### config.mk
export PLATFORM = sky130hd
export DESIGN_NAME = ps2_host_tx
export DESIGN_NICKNAME = d
export VERILOG_FILES = /design/src/rtl/ps2_host_tx_pkg.sv /design/src/rtl/ps2_line_filter.sv /design/src/rtl/ps2_host_tx.sv
export SDC_FILE = /design/constraint.sdc
export NUM_CORES = 1
export LEC_CHECK = 0
export CAP_MARGIN = 40
export CORE_ASPECT_RATIO = 0.75
export CORE_MARGIN = 1
export CORE_UTILIZATION = 65
export CTS_CLUSTER_SIZE = 12
export DETAILED_ROUTE_END_ITERATION = 16
export PLACE_DENSITY = 0.83
export SLEW_MARGIN = 15
export SYNTH_ARGS = -nofsm -noshare
export SYNTH_HDL_FRONTEND = slang
export SYNTH_SLANG_ARGS = --single-unit
### constraint.sdc
create_clock -name clk -period 3.7 [get_ports clk]
set_input_delay 1.11 -clock clk [delete_from_list [all_inputs] [get_ports clk]]
set_output_delay 1.11 -clock clk [all_outputs]
set_load 0.01 [all_outputs]
### src/rtl/ps2_host_tx_pkg.sv
// Shared definitions for the PS/2 host transmit path: command codes, default
// timing, FSM states and the frame builder.
package ps2_host_tx_pkg;

  localparam logic [7:0] PS2_CMD_SETLED = 8'hED;
  localparam logic [7:0] PS2_CMD_RESET  = 8'hFF;
  localparam logic [7:0] PS2_CMD_ENABLE = 8'hF4;
  localparam logic [7:0] PS2_ACK        = 8'hFA;

  localparam int DEF_INHIBIT_CYCLES = 5000;
  localparam int DEF_RTS_CYCLES     = 250;
  localparam int DEF_TIMEOUT_CYCLES = 750000;
  localparam int DEF_FILTER_LEN     = 8;

  // Falls needed to move from the start bit to the stop bit.
  localparam int FRAME_FALLS = 10;

  typedef enum logic [2:0] {
    ST_IDLE,
    ST_INHIBIT,
    ST_SEND,
    ST_ACK,
    ST_WAIT_IDLE,
    ST_DONE,
    ST_ERR
  } state_e;

  // Start bit sits in bit 0 so the data line simply follows ~frame[0].
  function automatic logic [10:0] build_frame(input logic [7:0] data);
    return {1'b1, ~^data, data, 1'b0};
  endfunction

endpackage

### src/rtl/ps2_line_filter.sv
// PS/2 line conditioning: 2-flop synchronisers on clock and data, a
// consecutive-sample debounce on the clock and a falling-edge strobe.
module ps2_line_filter #(
  parameter int FILTER_LEN = 8
) (
  input  logic clk_i,
  input  logic rst_ni,
  input  logic ps2c_i,
  input  logic ps2d_i,
  output logic ps2c_filt_o,
  output logic ps2c_fall_o,
  output logic ps2d_sync_o
);

  localparam int CW = (FILTER_LEN > 1) ? $clog2(FILTER_LEN) : 1;
  localparam logic [CW-1:0] CNT_LAST = CW'(FILTER_LEN - 1);

  logic [1:0]    c_sync_q, d_sync_q;
  logic          filt_q, filt_d;
  logic          fall_q, fall_d;
  logic [CW-1:0] cnt_q, cnt_d;

  // A new level is accepted only after FILTER_LEN consecutive differing samples.
  always_comb begin
    filt_d = filt_q;
    fall_d = 1'b0;
    cnt_d  = '0;
    if (c_sync_q[1] != filt_q) begin
      if (cnt_q == CNT_LAST) begin
        filt_d = c_sync_q[1];
        fall_d = filt_q & ~c_sync_q[1];
      end else begin
        cnt_d = cnt_q + 1'b1;
      end
    end
  end

  always_ff @(posedge clk_i or negedge rst_ni) begin
    if (!rst_ni) begin
      c_sync_q <= 2'b11;
      d_sync_q <= 2'b11;
      filt_q   <= 1'b1;
      fall_q   <= 1'b0;
      cnt_q    <= '0;
    end else begin
      c_sync_q <= {c_sync_q[0], ps2c_i};
      d_sync_q <= {d_sync_q[0], ps2d_i};
      filt_q   <= filt_d;
      fall_q   <= fall_d;
      cnt_q    <= cnt_d;
    end
  end

  assign ps2c_filt_o = filt_q;
  assign ps2c_fall_o = fall_q;
  assign ps2d_sync_o = d_sync_q[1];

endmodule

### src/rtl/ps2_host_tx.sv
// Host-to-device PS/2 transmitter: inhibits the clock, requests to send,
// shifts out one command byte on device clock falls and checks the ACK.
module ps2_host_tx
  import ps2_host_tx_pkg::*;
#(
  parameter int INHIBIT_CYCLES = DEF_INHIBIT_CYCLES,
  parameter int RTS_CYCLES     = DEF_RTS_CYCLES,
  parameter int TIMEOUT_CYCLES = DEF_TIMEOUT_CYCLES,
  parameter int FILTER_LEN     = DEF_FILTER_LEN
) (
  input  logic       clk,
  input  logic       reset,
  input  logic [7:0] tx_data,
  input  logic       tx_start,
  input  logic       ps2c_in,
  input  logic       ps2d_in,
  output logic       ps2c_oe,
  output logic       ps2d_oe,
  output logic       tx_busy,
  output logic       tx_done,
  output logic       tx_err
);

  localparam int INH_W = $clog2(INHIBIT_CYCLES);
  localparam int TO_W  = $clog2(TIMEOUT_CYCLES + 1);
  localparam logic [INH_W-1:0] INH_LAST = INH_W'(INHIBIT_CYCLES - 1);
  localparam logic [INH_W-1:0] RTS_MARK = INH_W'(INHIBIT_CYCLES - RTS_CYCLES - 1);
  localparam logic [TO_W-1:0]  TO_LAST  = TO_W'(TIMEOUT_CYCLES - 1);
  localparam logic [TO_W-1:0]  TO_MAX   = TO_W'(TIMEOUT_CYCLES);
  localparam logic [3:0]       BIT_LAST = 4'(FRAME_FALLS - 1);

  logic ps2c_filt, ps2c_fall, ps2d_sync;

  ps2_line_filter #(
    .FILTER_LEN(FILTER_LEN)
  ) u_filter (
    .clk_i       (clk),
    .rst_ni      (reset),
    .ps2c_i      (ps2c_in),
    .ps2d_i      (ps2d_in),
    .ps2c_filt_o (ps2c_filt),
    .ps2c_fall_o (ps2c_fall),
    .ps2d_sync_o (ps2d_sync)
  );

  state_e            state_q, state_d;
  logic [10:0]       shreg_q, shreg_d;
  logic [3:0]        bitcnt_q, bitcnt_d;
  logic [INH_W-1:0]  inh_cnt_q, inh_cnt_d;
  logic [TO_W-1:0]   to_cnt_q, to_cnt_d;
  logic              ps2c_oe_q, ps2c_oe_d;
  logic              ps2d_oe_q, ps2d_oe_d;
  logic              timed, timeout_hit;

  assign timed       = (state_q == ST_SEND) || (state_q == ST_ACK) || (state_q == ST_WAIT_IDLE);
  assign timeout_hit = timed && (to_cnt_q >= TO_LAST);

  always_comb begin
    state_d   = state_q;
    shreg_d   = shreg_q;
    bitcnt_d  = bitcnt_q;
    inh_cnt_d = inh_cnt_q;
    to_cnt_d  = (timed && to_cnt_q != TO_MAX) ? to_cnt_q + 1'b1 : to_cnt_q;
    ps2c_oe_d = ps2c_oe_q;
    ps2d_oe_d = ps2d_oe_q;

    unique case (state_q)
      ST_IDLE: begin
        ps2c_oe_d = 1'b0;
        ps2d_oe_d = 1'b0;
        if (tx_start) begin
          state_d   = ST_INHIBIT;
          shreg_d   = build_frame(tx_data);
          bitcnt_d  = '0;
          inh_cnt_d = '0;
          to_cnt_d  = '0;
          ps2c_oe_d = 1'b1;
        end
      end
      ST_INHIBIT: begin
        ps2c_oe_d = 1'b1;
        // Outputs are registered, so compare one count early.
        ps2d_oe_d = (inh_cnt_q >= RTS_MARK);
        if (inh_cnt_q == INH_LAST) begin
          state_d   = ST_SEND;
          ps2c_oe_d = 1'b0;
          ps2d_oe_d = ~shreg_q[0];
        end else begin
          inh_cnt_d = inh_cnt_q + 1'b1;
        end
      end
      ST_SEND: begin
        if (timeout_hit) begin
          state_d   = ST_ERR;
          ps2c_oe_d = 1'b0;
          ps2d_oe_d = 1'b0;
        end else if (ps2c_fall) begin
          shreg_d   = {1'b1, shreg_q[10:1]};
          ps2d_oe_d = ~shreg_q[1];
          bitcnt_d  = (bitcnt_q == 4'hF) ? bitcnt_q : bitcnt_q + 4'd1;
          if (bitcnt_q == BIT_LAST) begin
            state_d = ST_ACK;
          end
        end
      end
      ST_ACK: begin
        ps2d_oe_d = 1'b0;
        if (timeout_hit) begin
          state_d   = ST_ERR;
          ps2c_oe_d = 1'b0;
        end else if (ps2c_fall) begin
          state_d = ps2d_sync ? ST_ERR : ST_WAIT_IDLE;
        end
      end
      ST_WAIT_IDLE: begin
        if (timeout_hit) begin
          state_d = ST_ERR;
        end else if (ps2c_filt && ps2d_sync) begin
          state_d = ST_DONE;
        end
      end
      ST_DONE: begin
        state_d   = ST_IDLE;
        ps2c_oe_d = 1'b0;
        ps2d_oe_d = 1'b0;
      end
      ST_ERR: begin
        state_d   = ST_IDLE;
        ps2c_oe_d = 1'b0;
        ps2d_oe_d = 1'b0;
      end
      default: begin
        state_d   = ST_IDLE;
        ps2c_oe_d = 1'b0;
        ps2d_oe_d = 1'b0;
      end
    endcase
  end

  always_ff @(posedge clk or negedge reset) begin
    if (!reset) begin
      state_q   <= ST_IDLE;
      shreg_q   <= '1;
      bitcnt_q  <= '0;
      inh_cnt_q <= '0;
      to_cnt_q  <= '0;
      ps2c_oe_q <= 1'b0;
      ps2d_oe_q <= 1'b0;
    end else begin
      state_q   <= state_d;
      shreg_q   <= shreg_d;
      bitcnt_q  <= bitcnt_d;
      inh_cnt_q <= inh_cnt_d;
      to_cnt_q  <= to_cnt_d;
      ps2c_oe_q <= ps2c_oe_d;
      ps2d_oe_q <= ps2d_oe_d;
    end
  end

  assign ps2c_oe = ps2c_oe_q;
  assign ps2d_oe = ps2d_oe_q;
  assign tx_busy = (state_q != ST_IDLE);
  assign tx_done = (state_q == ST_DONE);
  assign tx_err  = (state_q == ST_ERR);

endmodule

[Word level (Yosys, flattened, before mapping)]
Index checks and enable logic that the tools add are counted.
Storage, ports and cells
  register bits after elaboration: 62
  bits in latches: 0
  bits in writable memories: 0
  memory bits (read-only): 0
  memories kept: 0
Operators by class
  add/subtract/negate cells: 4
  multiply operators: 0
  divide/modulo/power cells: 0
  magnitude comparators: 2
  equality and inequality tests: 23
  shift-type cells: 0
  multiplexer cells: 38
  bitwise gates (word level): 5
  reductions and logical operators: 18
Operators by type and width (number)
  20-bit two-way mux: 3
  11-bit two-way mux: 3
  3-bit two-way mux: 11
  13-bit two-way mux: 2
  13-bit case mux with 2 select lines: 1
  11-bit case mux with 2 select lines: 1
  20-bit by 1-bit adder with 20-bit output (second input constant): 1
  20-bit >= comparator (second input constant): 1
  20-bit inequality test (second input constant): 1
  4-bit two-way mux: 4
  3-bit case mux with 5 select lines: 1
  13-bit by 1-bit adder with 13-bit output (second input constant): 1
  13-bit equality test (second input constant): 1
  13-bit >= comparator (second input constant): 1
  3-bit equality test (second input constant): 4
  3-bit by 2-bit inequality test with 1-bit output (second input constant): 4
  2-bit inequality test (second input constant): 5
  4-bit equality test (second input constant): 2
  1-bit two-way mux: 8
  4-bit case mux with 2 select lines: 1
  8-bit XNOR reduction: 1
  3-bit by 2-bit equality test with 1-bit output (second input constant): 2
  2-bit AND reduction: 3
  6-bit AND reduction: 1
  19 further kinds: 27

[Depth between registers and ports, before layout]
Gate-level depths: netlist of run 1.
  depth in word-level cells: 7
  mapped depth: 7
  gate-level depth less buffers: 7

[Modules after synthesis]
A second synthesis of run 1 with hierarchy kept.
Second synthesis, totals
  cells, all modules: 352
  area, all modules: 3373.2 µm²
By module, submodules not included
  ps2_host_tx: times used 1, cells an instance 331, area an instance 3031.7 µm², seq. area each 1313.8 µm²
  ps2_line_filter: times used 1, cells an instance 21, area an instance 341.6 µm², seq. area each 231.5 µm²

[Worst setup path after synthesis of run 1]
OpenSTA, ideal clock, no wires.
  path kind: input -> register
  start point: in tx_start
  end point: reg inh_cnt_q[11]
  setup time: 78 ps
  arrival: 2109 ps
  data required time: 3622 ps
  slack: 1514 ps
  cell stages on the path: 5
  cells stage by stage: nand2_1 -> o21a_1 -> buf_6 -> or4_1 -> a21oi_1
On the way
  cells in the longest elaborated chain, start to end: 2
RTL lines
  start: declaration: RTL line ps2_host_tx.sv:14  | input logic tx_start,
  2-bit inequality test (no line)
  3-bit AND reduction (no line)
  end signal: assignment: RTL line ps2_host_tx.sv:153  | inh_cnt_q <= inh_cnt_d;
  end: declaration: RTL line ps2_host_tx.sv:49  | logic [INH_W-1:0] inh_cnt_q, inh_cnt_d;
Every way passes these cells.
A chain may end at the register's enable or synchronous reset.

[Worst setup path in the final report of run 1]
  start point: reg state_q[0]
  end point: out tx_done
On the way
  cells in the longest elaborated chain, start to end: 1
RTL lines
  start: declaration: RTL line ps2_host_tx.sv:46  | state_e state_q, state_d;
  start signal: assignment: RTL line ps2_host_tx.sv:150  | state_q <= state_d;
  3-bit equality test: RTL line ps2_host_tx.sv:163  | assign tx_done = (state_q == ST_DONE);
  end: declaration: RTL line ps2_host_tx.sv:20  | output logic tx_done,
Every way passes these cells.

==> results.ini, run 1 <==
[run_status]
status = finished, final reports clean

[sta]
setup_viol = 0
worst_slew_pin_slew_ns = 0.848
max_freq_mhz = 330
finalCritPeriodShare_pct = 82.0
setup_tns_ns = 0
rsz0062_at_grt = false
hold_violations = 0
period_minus_slack_ns = 3.03
slew_viol_final = 0
relSlewSlack_pct = 43.4
finalWorstSetupSlack_ns = 0.667
finClkSkew_ns = 0.00939

[floorplanning]
std_cell_rows = 22
die_w_um = 87.3
die_h_um = 66.0
io_pins = 18
initial_core_util_pct = 70.0
core_area_um2 = 5060
dieArea_um2 = 5760

[clocking]
clock_sinks = 61
clock-root-buffer = clkbuf_8
cts_made_buffers = 9
htree_levels = 3
cts-resized-gates = 0
clkLatencyLatePin_ns = 0.33
cts.path.max_buffers = 2
cts_tree = done
hold_buffers = 0
clkTransAtPathRegs_ns = 0.07
post-cts-setup-buffer-count = 0

[placement]
pre_cts_ws_ns = 0.920
hpwl_um = 5010
port-buffer-count = 17
place_congestion = 0.854

[worst_setup_path]
cp_data_arrival_time_ns = 1.92
setup.worst_path.start_class = flip-flop
path_cells = and3b_1 > clkdlybuf4s50_1
cp.required_ns = 2.59
critPathSlowestCell = dfrtp_1
cp_max_fo = 20
path_class = reg2out
cp_top_family = flip-flops
critPathBufInv = 1
critical-path-max-stage-delay_ns = 0.80
worst_setup_path_end_kind = primary output

[synthesis]
synthFlopType = dfrtp_1
async_flop_share_pct = 100
syn_nets = 364
synth_area_leaders = dfrtp_1 32%, dfstp_2 11%, mux2_2 5.4%, xnor2_1 5.2%, ha_1 3.5%
yosysWarnings = 0
syn_avg_cell_area_um2 = 10.4
yosysTopAreaCell = dfrtp_1
synth-edff-count = 0
synth-seq-cells = 61
synth_top_cell_area_share_pct = 32.5
yosysSeqAreaShare_pct = 43.6
ys_types = 64
synth_cells = 341
syn-cell-area_um2 = 3550

[power]
p_per_area_nw_per_um2 = 339
power_leakage_nw = 1.63
vdd_drop_max_v = 0.000305

[drt]
vias = 2662
ant_nets = 0
vias_per_cell = 6.06
firstDrtPassIters = 5
drt_iter0_markers = 164
routed_wl_um = 6990
routedWlPerCell_um = 15.9
drc = 0

[cells_and_area]
insertedDiodeCount = 0
final_common_cell = dfrtp_1
syn2layout_area_growth_pct = 11.6
layout-drive-gt1-share_pct = 19.9
nFillCells = 335
mostFrequentLayoutCells = 46 x dfrtp_1, 32 x nand2_1, 28 x nor2_1
nNetsFinal = 385

[grt]
grt_usage_pct = 27.6
grt_pass1_vias = 2592
antenna_found_initial = 0
grt_max_degree = 31
grt_pass1_wl_um = 12000
grt_overflow = 0

[worst_hold_path]
min_path_type = reg2reg

[job]
maxCapViolCount = 0

-- final timing paths --
path                                      start                   end  slack [ns]  cells after the start
setup / recovery                     state_q[0]               tx_done        0.67                      2
hold / removal             u_filter.c_sync_q[0]  u_filter.c_sync_q[1]        0.36                      0
setup reg to reg                     state_q[0]          to_cnt_q[19]        1.20                      5
hold reg to reg            u_filter.c_sync_q[0]  u_filter.c_sync_q[1]        0.36                      0
max in group asynchronous                 reset  u_filter.d_sync_q[0]        2.14                      2
min in group asynchronous                 reset          inh_cnt_q[2]        0.80                      1
-- sequential cells by signal (all words and copies together) (netlist names) --
signal and count:
to_cnt_q 20, inh_cnt_q 13, shreg_q 10, bitcnt_q 4, state_q 3, u_filter.cnt_q 3, u_filter.c_sync_q 2, u_filter.d_sync_q 2
ps2c_oe 1, ps2d_oe 1, u_filter.ps2c_fall_o 1, u_filter.ps2c_filt_o 1
-- area by class of cell --
cell class              instances  area (µm²)  share of cell area [%]
inverters                      15        56.3                    1.42
clock inverters                 4        47.5                    1.20
well taps                      72        90.1                    2.28
repair buffers                 22         203                    5.12
flip-flops and latches         61        1550                    39.0
multi-input cells             253        1870                    47.3
clock buffers                  12         145                    3.67
-- worst register-to-register path, cell delays in order, from the launching register on --
cell,delay [ns]
dfrtp_1,0.64
nor3b_2,0.49
o2111ai_1,0.50
nor2_1,0.42
a31oi_1,0.13
a41o_1,0.21
-- synth_stat cells, drive strengths merged (4+ instances only) --
library cell,count
nand2b,4
a211oi,5
o31ai,7
a21oi,15
nand3,8
dfstp,15
xnor2,21
dfrtp,46
buf,4
inv,15
a2111oi,7
a31oi,4
mux2,17
nand4,7
or4,5
nor3b,4
o21ai,9
nor2,28
nor4,6
nor3,9
mux2i,10
clkbuf,7
nand2,32
ha,10
nor2b,4
-- power by group --
| group | switching [mW] | leakage, nW | internal, mW |
|---|---|---|---|
| Combinational | 0.0343 | 0.880 | 0.0351 |
| Sequential | 0.00742 | 0.651 | 0.685 |
| Clock | 0.253 | 0.0964 | 0.328 |
| Total | 0.295 | 1.63 | 1.05 |
-- kinds of logic (layout without fill, tap and decap cells) --
family                   after synthesis  after routing  share of synthesized area, %
AO/OA/AOI/OAI                         64             64                          13.7
XOR/XNOR                              24             24                          5.93
adder cells (fa/ha/maj)               10             10                          3.53
buffers and inverters                 27             53                          3.63
flip-flops                            61             61                          43.6
multiplexers                          27             27                          8.22
AND/OR/NAND/NOR                      128            128                          21.5
-- through the flow --
stage	power (mW)	util, %	instance area [µm²]	hold slack [ns]	std cells
after floorplan	0.737	-	3550	0.345	341
after global placement	0.772	74.4	3770	0.346	423
after detailed placement	0.775	74.4	3770	0.348	423
after CTS	1.35	78.2	3960	0.357	439
after global routing	1.40	78.2	3960	0.363	439
final	1.34	78.2	3960	0.356	439
-- per-layer routing --
metal | vias to the layer above | GRT usage [%] | routed length, µm
met2 | 82 | 44.0 | 3290
met4 | 0 | 10.7 | 121
met1 | 1285 | 36.5 | 3270
li1 | 1281 | - | -
met5 | - | 0 | 0
met3 | 14 | 6.74 | 306
Note: power is estimated with default switching activity, not from simulation.
==> run 2, diff against run 1 <==
--- a/config.mk
+++ b/config.mk
@@ -8,10 +8,10 @@
 export CAP_MARGIN = 40
 export CORE_ASPECT_RATIO = 0.75
 export CORE_MARGIN = 1
-export CORE_UTILIZATION = 65
+export CORE_UTILIZATION = 60
 export CTS_CLUSTER_SIZE = 12
 export DETAILED_ROUTE_END_ITERATION = 16
-export PLACE_DENSITY = 0.83
+export PLACE_DENSITY = 0.78
 export SLEW_MARGIN = 15
 export SYNTH_ARGS = -nofsm -noshare
 export SYNTH_HDL_FRONTEND = slang
==> constraint.sdc (replaced) <==
create_clock -name clk -period 2.8 [get_ports clk]
set_input_delay 0.84 -clock clk [delete_from_list [all_inputs] [get_ports clk]]
set_output_delay 0.84 -clock clk [all_outputs]
set_load 0.01 [all_outputs]
==> run 2 against run 1 <==
Against the previous run: total power rose by 40%; routed wire length rose by 6.8%; non-clock buffer count rose by 2; setup slack got worse by 0.49 ns; sequential share of layout area fell by 0.73 points; sequential power rose by 32%; utilization fell by 5.2 points; critical path depth rose by 1; count of clock-buffer cells in the layout fell by 2; register-to-register slack got worse by 0.75 ns; worst hold slack improved by 0.0045 ns; highest routed layer unchanged.
==> results.ini, run 2 (synthesis gave the netlist of run 1 again) <==
[sta]
finClkSkew_ns = 0.00982  ; was 0.00939 ns
hold_ws_ns = 0.360  ; was 0.356 ns
max_freq_mhz = 381
slew_viol_final = 0  ; unchanged
worst_slew_pin_slew_ns = 0.608  ; was 0.848 ns
finalCritPeriodShare_pct = 93.7
period_minus_slack_ns = 2.62
relSlewSlack_pct = 58.4  ; was 43.4%
setup_viol = 0  ; unchanged
rsz0062_at_grt = false  ; unchanged
hold_violations = 0  ; unchanged
finalWorstSetupSlack_ns = 0.177  ; was 0.667 ns
setup_tns_ns = 0  ; unchanged

[drt]
firstDrtPassIters = 5  ; unchanged
routedWlPerCell_um = 16.8  ; was 15.9 µm
dr_wl_met2_um = 3440  ; was 3290 µm
topRoutingLayerUsed = met4  ; unchanged
wl_met3_um = 344  ; was 306 µm
ant_nets = 0  ; unchanged
drc = 0  ; unchanged
routed_wl_um = 7460  ; was 6990 µm
vias_per_cell = 6.07  ; was 6.06
m1WireLength_um = 3600  ; was 3270 µm
drt_iter0_markers = 142  ; was 164
vias = 2693  ; was 2,662

[floorplanning]
initial_core_util_pct = 64.2  ; was 70.0%
core_area_um2 = 5530  ; was 5060 µm²
dieArea_um2 = 6220  ; was 5760 µm²
die_h_um = 68.6  ; was 66.0 µm
io_pins = 18  ; unchanged
die_w_um = 90.8  ; was 87.3 µm
std_cell_rows = 23  ; was 22

[clocking]
htree_levels = 3  ; unchanged
cts-resized-gates = 0  ; unchanged
clkLatencyLatePin_ns = 0.34  ; was 0.33 ns
clkTransAtPathRegs_ns = 0.07  ; about the same
post-cts-setup-buffer-count = 0  ; unchanged
cts.path.max_buffers = 2  ; unchanged
hold_buffers = 0  ; unchanged
clock_sinks = 61  ; unchanged
cts_tree = done  ; unchanged
cts_made_buffers = 9  ; unchanged
clock-root-buffer = clkbuf_8  ; unchanged

[cells_and_area]
regMostFlops = to_cnt_q  ; unchanged
syn2layout_area_growth_pct = 13.8  ; was 11.6%
stdcell_area_um2 = 4030  ; was 3960 µm²
final_common_cell = dfrtp_1  ; unchanged
insertedDiodeCount = 0  ; unchanged
mostFrequentLayoutCells = 46 x dfrtp_1, 32 x nand2_1, 28 x nor2_1  ; unchanged
layout-drive-gt1-share_pct = 20.9  ; was 19.9%
top_regs = to_cnt_q: 20 flops, inh_cnt_q: 13 flops, shreg_q: 10 flops  ; unchanged
largest_reg_flops = 20  ; unchanged
nNetsFinal = 387  ; was 385

[power]
power_leakage_nw = 1.66  ; was 1.63 nW
seqPwrFrac_pct = 48.6  ; was 51.6%
switching_power_uw = 410  ; was 295 µW
vdd_drop_max_v = 0.000294  ; was 0.000305 V
internal_power_mw = 1.48  ; was 1.05 mW
p_comb_share_pct = 4.9  ; was 5.2%
pwr-share-clk_pct = 46.5  ; was 43.3%
p_sw_share_pct = 21.7  ; was 22.0%
p_per_area_nw_per_um2 = 468  ; was 339 nW/µm²

[worst_setup_path]
cp_top_family = buffers and inverters  ; was flip-flops
cp.required_ns = 1.96  ; was 2.59 ns
critical-path-max-stage-delay_ns = 0.54  ; was 0.80 ns
path_class = reg2out  ; unchanged
cp_data_arrival_time_ns = 1.78  ; was 1.92 ns
path_cells = nor3_4 > inv_1 > clkdlybuf4s50_1  ; was and3b_1 > clkdlybuf4s50_1
setup.worst_path.start_class = flip-flop  ; unchanged
cp_max_fo = 11  ; was 20
critPathBufInv = 2  ; was 1
worst_setup_path_end_kind = primary output  ; unchanged
critPathSlowestCell = dfrtp_1  ; unchanged

[placement]
place_congestion = 0.847  ; was 0.854
pre_cts_ws_ns = 0.261  ; was 0.920 ns
port-buffer-count = 17  ; unchanged
hpwl_um = 5150  ; was 5010 µm
postPlaceCellArea_um2 = 3810  ; was 3770 µm²

[run_status]
status = finished, final reports clean  ; unchanged

[grt]
grt_pass1_vias = 2528  ; was 2,592
antenna_found_initial = 0  ; unchanged
grt_max_degree = 42  ; was 31
grt_overflow = 0  ; unchanged
grt_usage_pct = 25.2  ; was 27.6%
grt_pass1_wl_um = 12000  ; about the same

[worst_hold_path]
min_path_type = reg2reg  ; unchanged

[job]
maxCapViolCount = 0  ; unchanged

-- run 2: changes by cell type in the layout (fill, tap and decap cells not counted) --
cell / before / now
clkinv_4: 0 / 1
clkbuf_1: 2 / 0
bufinv_16: 1 / 2
buf_12: 0 / 2
-- run 2: worst paths after layout --
| kind | from | endpoint | slack, ns | depth (start not counted) |
|---|---|---|---|---|
| worst max-delay path | state_q[2] | tx_busy | 0.18 | 3 |
| worst min-delay path | u_filter.d_sync_q[0] | u_filter.d_sync_q[1] | 0.36 | 0 |
| worst max register to register | state_q[2] | to_cnt_q[4] | 0.45 | 5 |
| worst min register to register | u_filter.d_sync_q[0] | u_filter.d_sync_q[1] | 0.36 | 0 |
| max in group asynchronous | reset | u_filter.c_sync_q[1] | 1.69 | 2 |
| min in group asynchronous | reset | inh_cnt_q[0] | 0.46 | 1 |
-- run 2: layer usage --
metal  up-vias  GRT usage [%]
li1       1286              -
met1      1319           33.2
met2        74           42.0
met3        14           6.69
met4         0           7.14
met5         -              0
-- run 2: area by class of cell --
type	instances	area (µm²)
multi-input cells	253	1870
well taps	75	93.8
fillers	391	1490
inverters	15	56.3
clock buffers	10	138
repair buffers	24	243
clock inverters	6	86.3
flip-flops and latches	61	1550
-- run 2: metrics by stage --
step / cells / power, mW / utilization [%]
5_1_grt: 444 / 1.95 / 73.0
6_report: 444 / 1.89 / 73.0
3_3_place_gp: 428 / 1.02 / 69.0
4_1_cts: 444 / 1.90 / 73.0
2_1_floorplan: 341 / 0.974 / -
3_5_place_dp: 428 / 1.03 / 69.0
-- run 2: power by group through the flow --
stage	clock network [mW]	logic [mW]	registers [mW]
after detailed placement	0	0.0935	0.932
after global placement	0	0.0914	0.930
final	0.877	0.0925	0.917
after floorplan	0	0.0459	0.928
after CTS	0.890	0.0955	0.917
after global routing	0.928	0.107	0.918
==> run 3, diff against run 2 <==
--- a/config.mk
+++ b/config.mk
@@ -9,10 +9,12 @@
 export CORE_ASPECT_RATIO = 0.75
 export CORE_MARGIN = 1
 export CORE_UTILIZATION = 60
+export CTS_CLUSTER_DIAMETER = 40
 export CTS_CLUSTER_SIZE = 12
 export DETAILED_ROUTE_END_ITERATION = 16
 export PLACE_DENSITY = 0.78
-export SLEW_MARGIN = 15
+export RECOVER_POWER = 100
+export SLEW_MARGIN = 10
 export SYNTH_ARGS = -nofsm -noshare
 export SYNTH_HDL_FRONTEND = slang
 export SYNTH_SLANG_ARGS = --single-unit
==> run 3 against run 2 <==
Against the previous run: sequential power barely moved; combinational power fell by 4.3%; routed wire length rose by 0.28%; sequential share of layout area rose by 0.84 points; die area did not move; non-clock buffer count did not move; register-to-register slack got worse by 0.21 ns; flip-flop and latch count did not move; count of clock-buffer cells in the layout did not move.
==> results.ini, run 3 (synthesis gave the netlist of run 1 again) <==
[run_status]
status = finished, final reports clean  ; unchanged

[cells_and_area]
mostFrequentLayoutCells = 46 x dfrtp_1, 32 x nand2_1, 28 x nor2_1  ; unchanged
syn2layout_area_growth_pct = 11.3  ; was 13.8%
regMostFlops = to_cnt_q  ; unchanged
top_regs = to_cnt_q: 20 flops, inh_cnt_q: 13 flops, shreg_q: 10 flops  ; unchanged
final_common_cell = dfrtp_1  ; unchanged
finalNonFillerCells = 444  ; unchanged
layout-drive-gt1-share_pct = 19.0  ; was 20.9%
fin_util_pct = 71.4  ; was 73.0%
largest_reg_flops = 20  ; unchanged
nNetsFinal = 387  ; unchanged
stdcell_area_um2 = 3950  ; was 4030 µm²
insertedDiodeCount = 0  ; unchanged

[power]
seqPwrFrac_pct = 48.6  ; about the same
switching_power_uw = 415  ; was 410 µW
internal_power_mw = 1.47  ; was 1.48 mW
pwr-share-clk_pct = 46.8  ; was 46.5%
p_per_area_nw_per_um2 = 478  ; was 468 nW/µm²
power.total_mw = 1.89  ; about the same
vdd_drop_max_v = 0.000295  ; was 0.000294 V
power_leakage_nw = 1.61  ; was 1.66 nW
p_comb_share_pct = 4.7  ; was 4.9%
p_sw_share_pct = 22.0  ; was 21.7%

[drt]
vias = 2708  ; was 2,693
firstDrtPassIters = 4  ; was 5
routed_wl_um = 7480  ; was 7460 µm
drc = 0  ; unchanged
routedWlPerCell_um = 16.8  ; about the same
drt_iter0_markers = 148  ; was 142
ant_nets = 0  ; unchanged
vias_per_cell = 6.10  ; was 6.07

[clocking]
clkTransAtPathRegs_ns = 0.07  ; about the same
hold_buffers = 0  ; unchanged
clkLatencyLatePin_ns = 0.34  ; about the same
cts.path.max_buffers = 2  ; unchanged
cts_made_buffers = 9  ; unchanged
htree_levels = 3  ; unchanged
post-cts-setup-buffer-count = 0  ; unchanged
cts-resized-gates = 0  ; unchanged
clock_sinks = 61  ; unchanged
cts_tree = done  ; unchanged
clock-root-buffer = clkbuf_8  ; unchanged

[sta]
rsz0062_at_grt = false  ; unchanged
setup_viol = 0  ; unchanged
max_freq_mhz = 375  ; was 381 MHz
finalWorstSetupSlack_ns = 0.131  ; was 0.177 ns
hold_ws_ns = 0.360  ; about the same
finalCritPeriodShare_pct = 95.3  ; was 93.7%
relSlewSlack_pct = 25.7  ; was 58.4%
hold_violations = 0  ; unchanged
worst_slew_pin_slew_ns = 1.11  ; was 0.608 ns
finClkSkew_ns = 0.00979  ; was 0.00982 ns
slew_viol_final = 0  ; unchanged
period_minus_slack_ns = 2.67  ; was 2.62 ns
setup_tns_ns = 0  ; unchanged

[worst_setup_path]
cp_max_fo = 12  ; was 11
crit_start = state_q[1]  ; was state_q[2]
rrSetupSlack_ns = 0.24  ; was 0.45 ns
critical-path-max-stage-delay_ns = 0.63  ; was 0.54 ns
path_cells = nand2_1 > nor2_1 > dlygate4sd3_1  ; was nor3_4 > inv_1 > clkdlybuf4s50_1
r2r_start = inh_cnt_q[6]  ; was state_q[2]
path_class = reg2out  ; unchanged
endpoint = tx_err  ; was tx_busy
critPathBufInv = 1  ; was 2
setup.worst_path.start_class = flip-flop  ; unchanged
rr_worst_depth = 5  ; unchanged
cp_data_arrival_time_ns = 1.83  ; was 1.78 ns
timing.rr.end = ps2d_oe  ; was to_cnt_q[4]
worst_setup_path_end_kind = primary output  ; unchanged
cp.required_ns = 1.96  ; about the same
crit_cells = 3  ; unchanged
cp_top_family = flip-flops  ; was buffers and inverters
critPathSlowestCell = dfrtp_1  ; unchanged

[placement]
place_congestion = 0.847  ; unchanged
postPlaceCellArea_um2 = 3810  ; unchanged
hpwl_um = 5150  ; unchanged
pre_cts_ws_ns = 0.261  ; unchanged
port-buffer-count = 17  ; unchanged
place_inst = 428  ; unchanged

[grt]
antenna_found_initial = 0  ; unchanged
top_usage_layer = met2  ; unchanged
grt_usage_pct = 25.2  ; unchanged
use_met3_pct = 6.69  ; unchanged
grt_overflow = 0  ; unchanged
use_met1_pct = 33.2  ; unchanged
grt_pass1_wl_um = 12000  ; unchanged
grt_pass1_vias = 2528  ; unchanged
grt_max_degree = 42  ; unchanged
met2_usage_pct = 42.0  ; unchanged

[floorplanning]
io_pins = 18  ; unchanged
dieArea_um2 = 6220  ; unchanged
initial_core_util_pct = 64.2  ; unchanged
core_area_um2 = 5530  ; unchanged
die_h_um = 68.6  ; unchanged
die_w_um = 90.8  ; unchanged
std_cell_rows = 23  ; unchanged

[job]
maxCapViolCount = 0  ; unchanged

[worst_hold_path]
min_path_type = reg2reg  ; unchanged

## run 3: changes by cell type in the layout (fill, tap and decap cells not counted), sizes merged
cell           previous run  this run
clkdlybuf4s50            16         9
dlygate4sd3               0         7
buf                       8         4
clkbuf                   10        14
## run 3: final cells by class
type                       instances  area (µm²)
multi-input combinational        253        1810
fill                             405        1580
sequential                        61        1550
timing repair buffer              24         219
clock buffer                      10         138
tap                               75        93.8
clock inverter                     6        86.3
inverter                          15        56.3
## run 3: worst min path at each step
stage	start	endpoint	slack, ns	cells after the start
2_1_floorplan	u_filter.c_sync_q[0]	u_filter.c_sync_q[1]	0.35	0
3_3_place_gp	u_filter.c_sync_q[0]	u_filter.c_sync_q[1]	0.35	0
3_5_place_dp	u_filter.d_sync_q[0]	u_filter.d_sync_q[1]	0.35	0
4_1_cts	u_filter.d_sync_q[0]	u_filter.d_sync_q[1]	0.36	0
5_1_grt	u_filter.d_sync_q[0]	u_filter.d_sync_q[1]	0.36	0
6_report	u_filter.d_sync_q[0]	u_filter.d_sync_q[1]	0.36	0
## run 3: power groups by stage
stage | logic (mW) | registers, mW | clock network (mW)
floorplan | 0.0459 | 0.928 | 0
detailed placement | 0.0935 | 0.932 | 0
CTS | 0.0955 | 0.917 | 0.890
global route | 0.103 | 0.917 | 0.928
global placement | 0.0914 | 0.930 | 0
finish | 0.0885 | 0.916 | 0.882
## run 3: worst reg2reg max path, cell delays in order (launching register included)
cell and delay (ns):
dfrtp_1 0.43, or3_1 0.45, nor4_1 0.80, nor4_1 0.19, a211o_1 0.32, mux2_2 0.26
## run 3: per-layer routing
| metal | up-vias | routed length, µm |
|---|---|---|
| met4 | 0 | 98 |
| met2 | 74 | 3490 |
| met5 | - | 0 |
| met3 | 14 | 363 |
| met1 | 1327 | 3530 |
| li1 | 1293 | - |
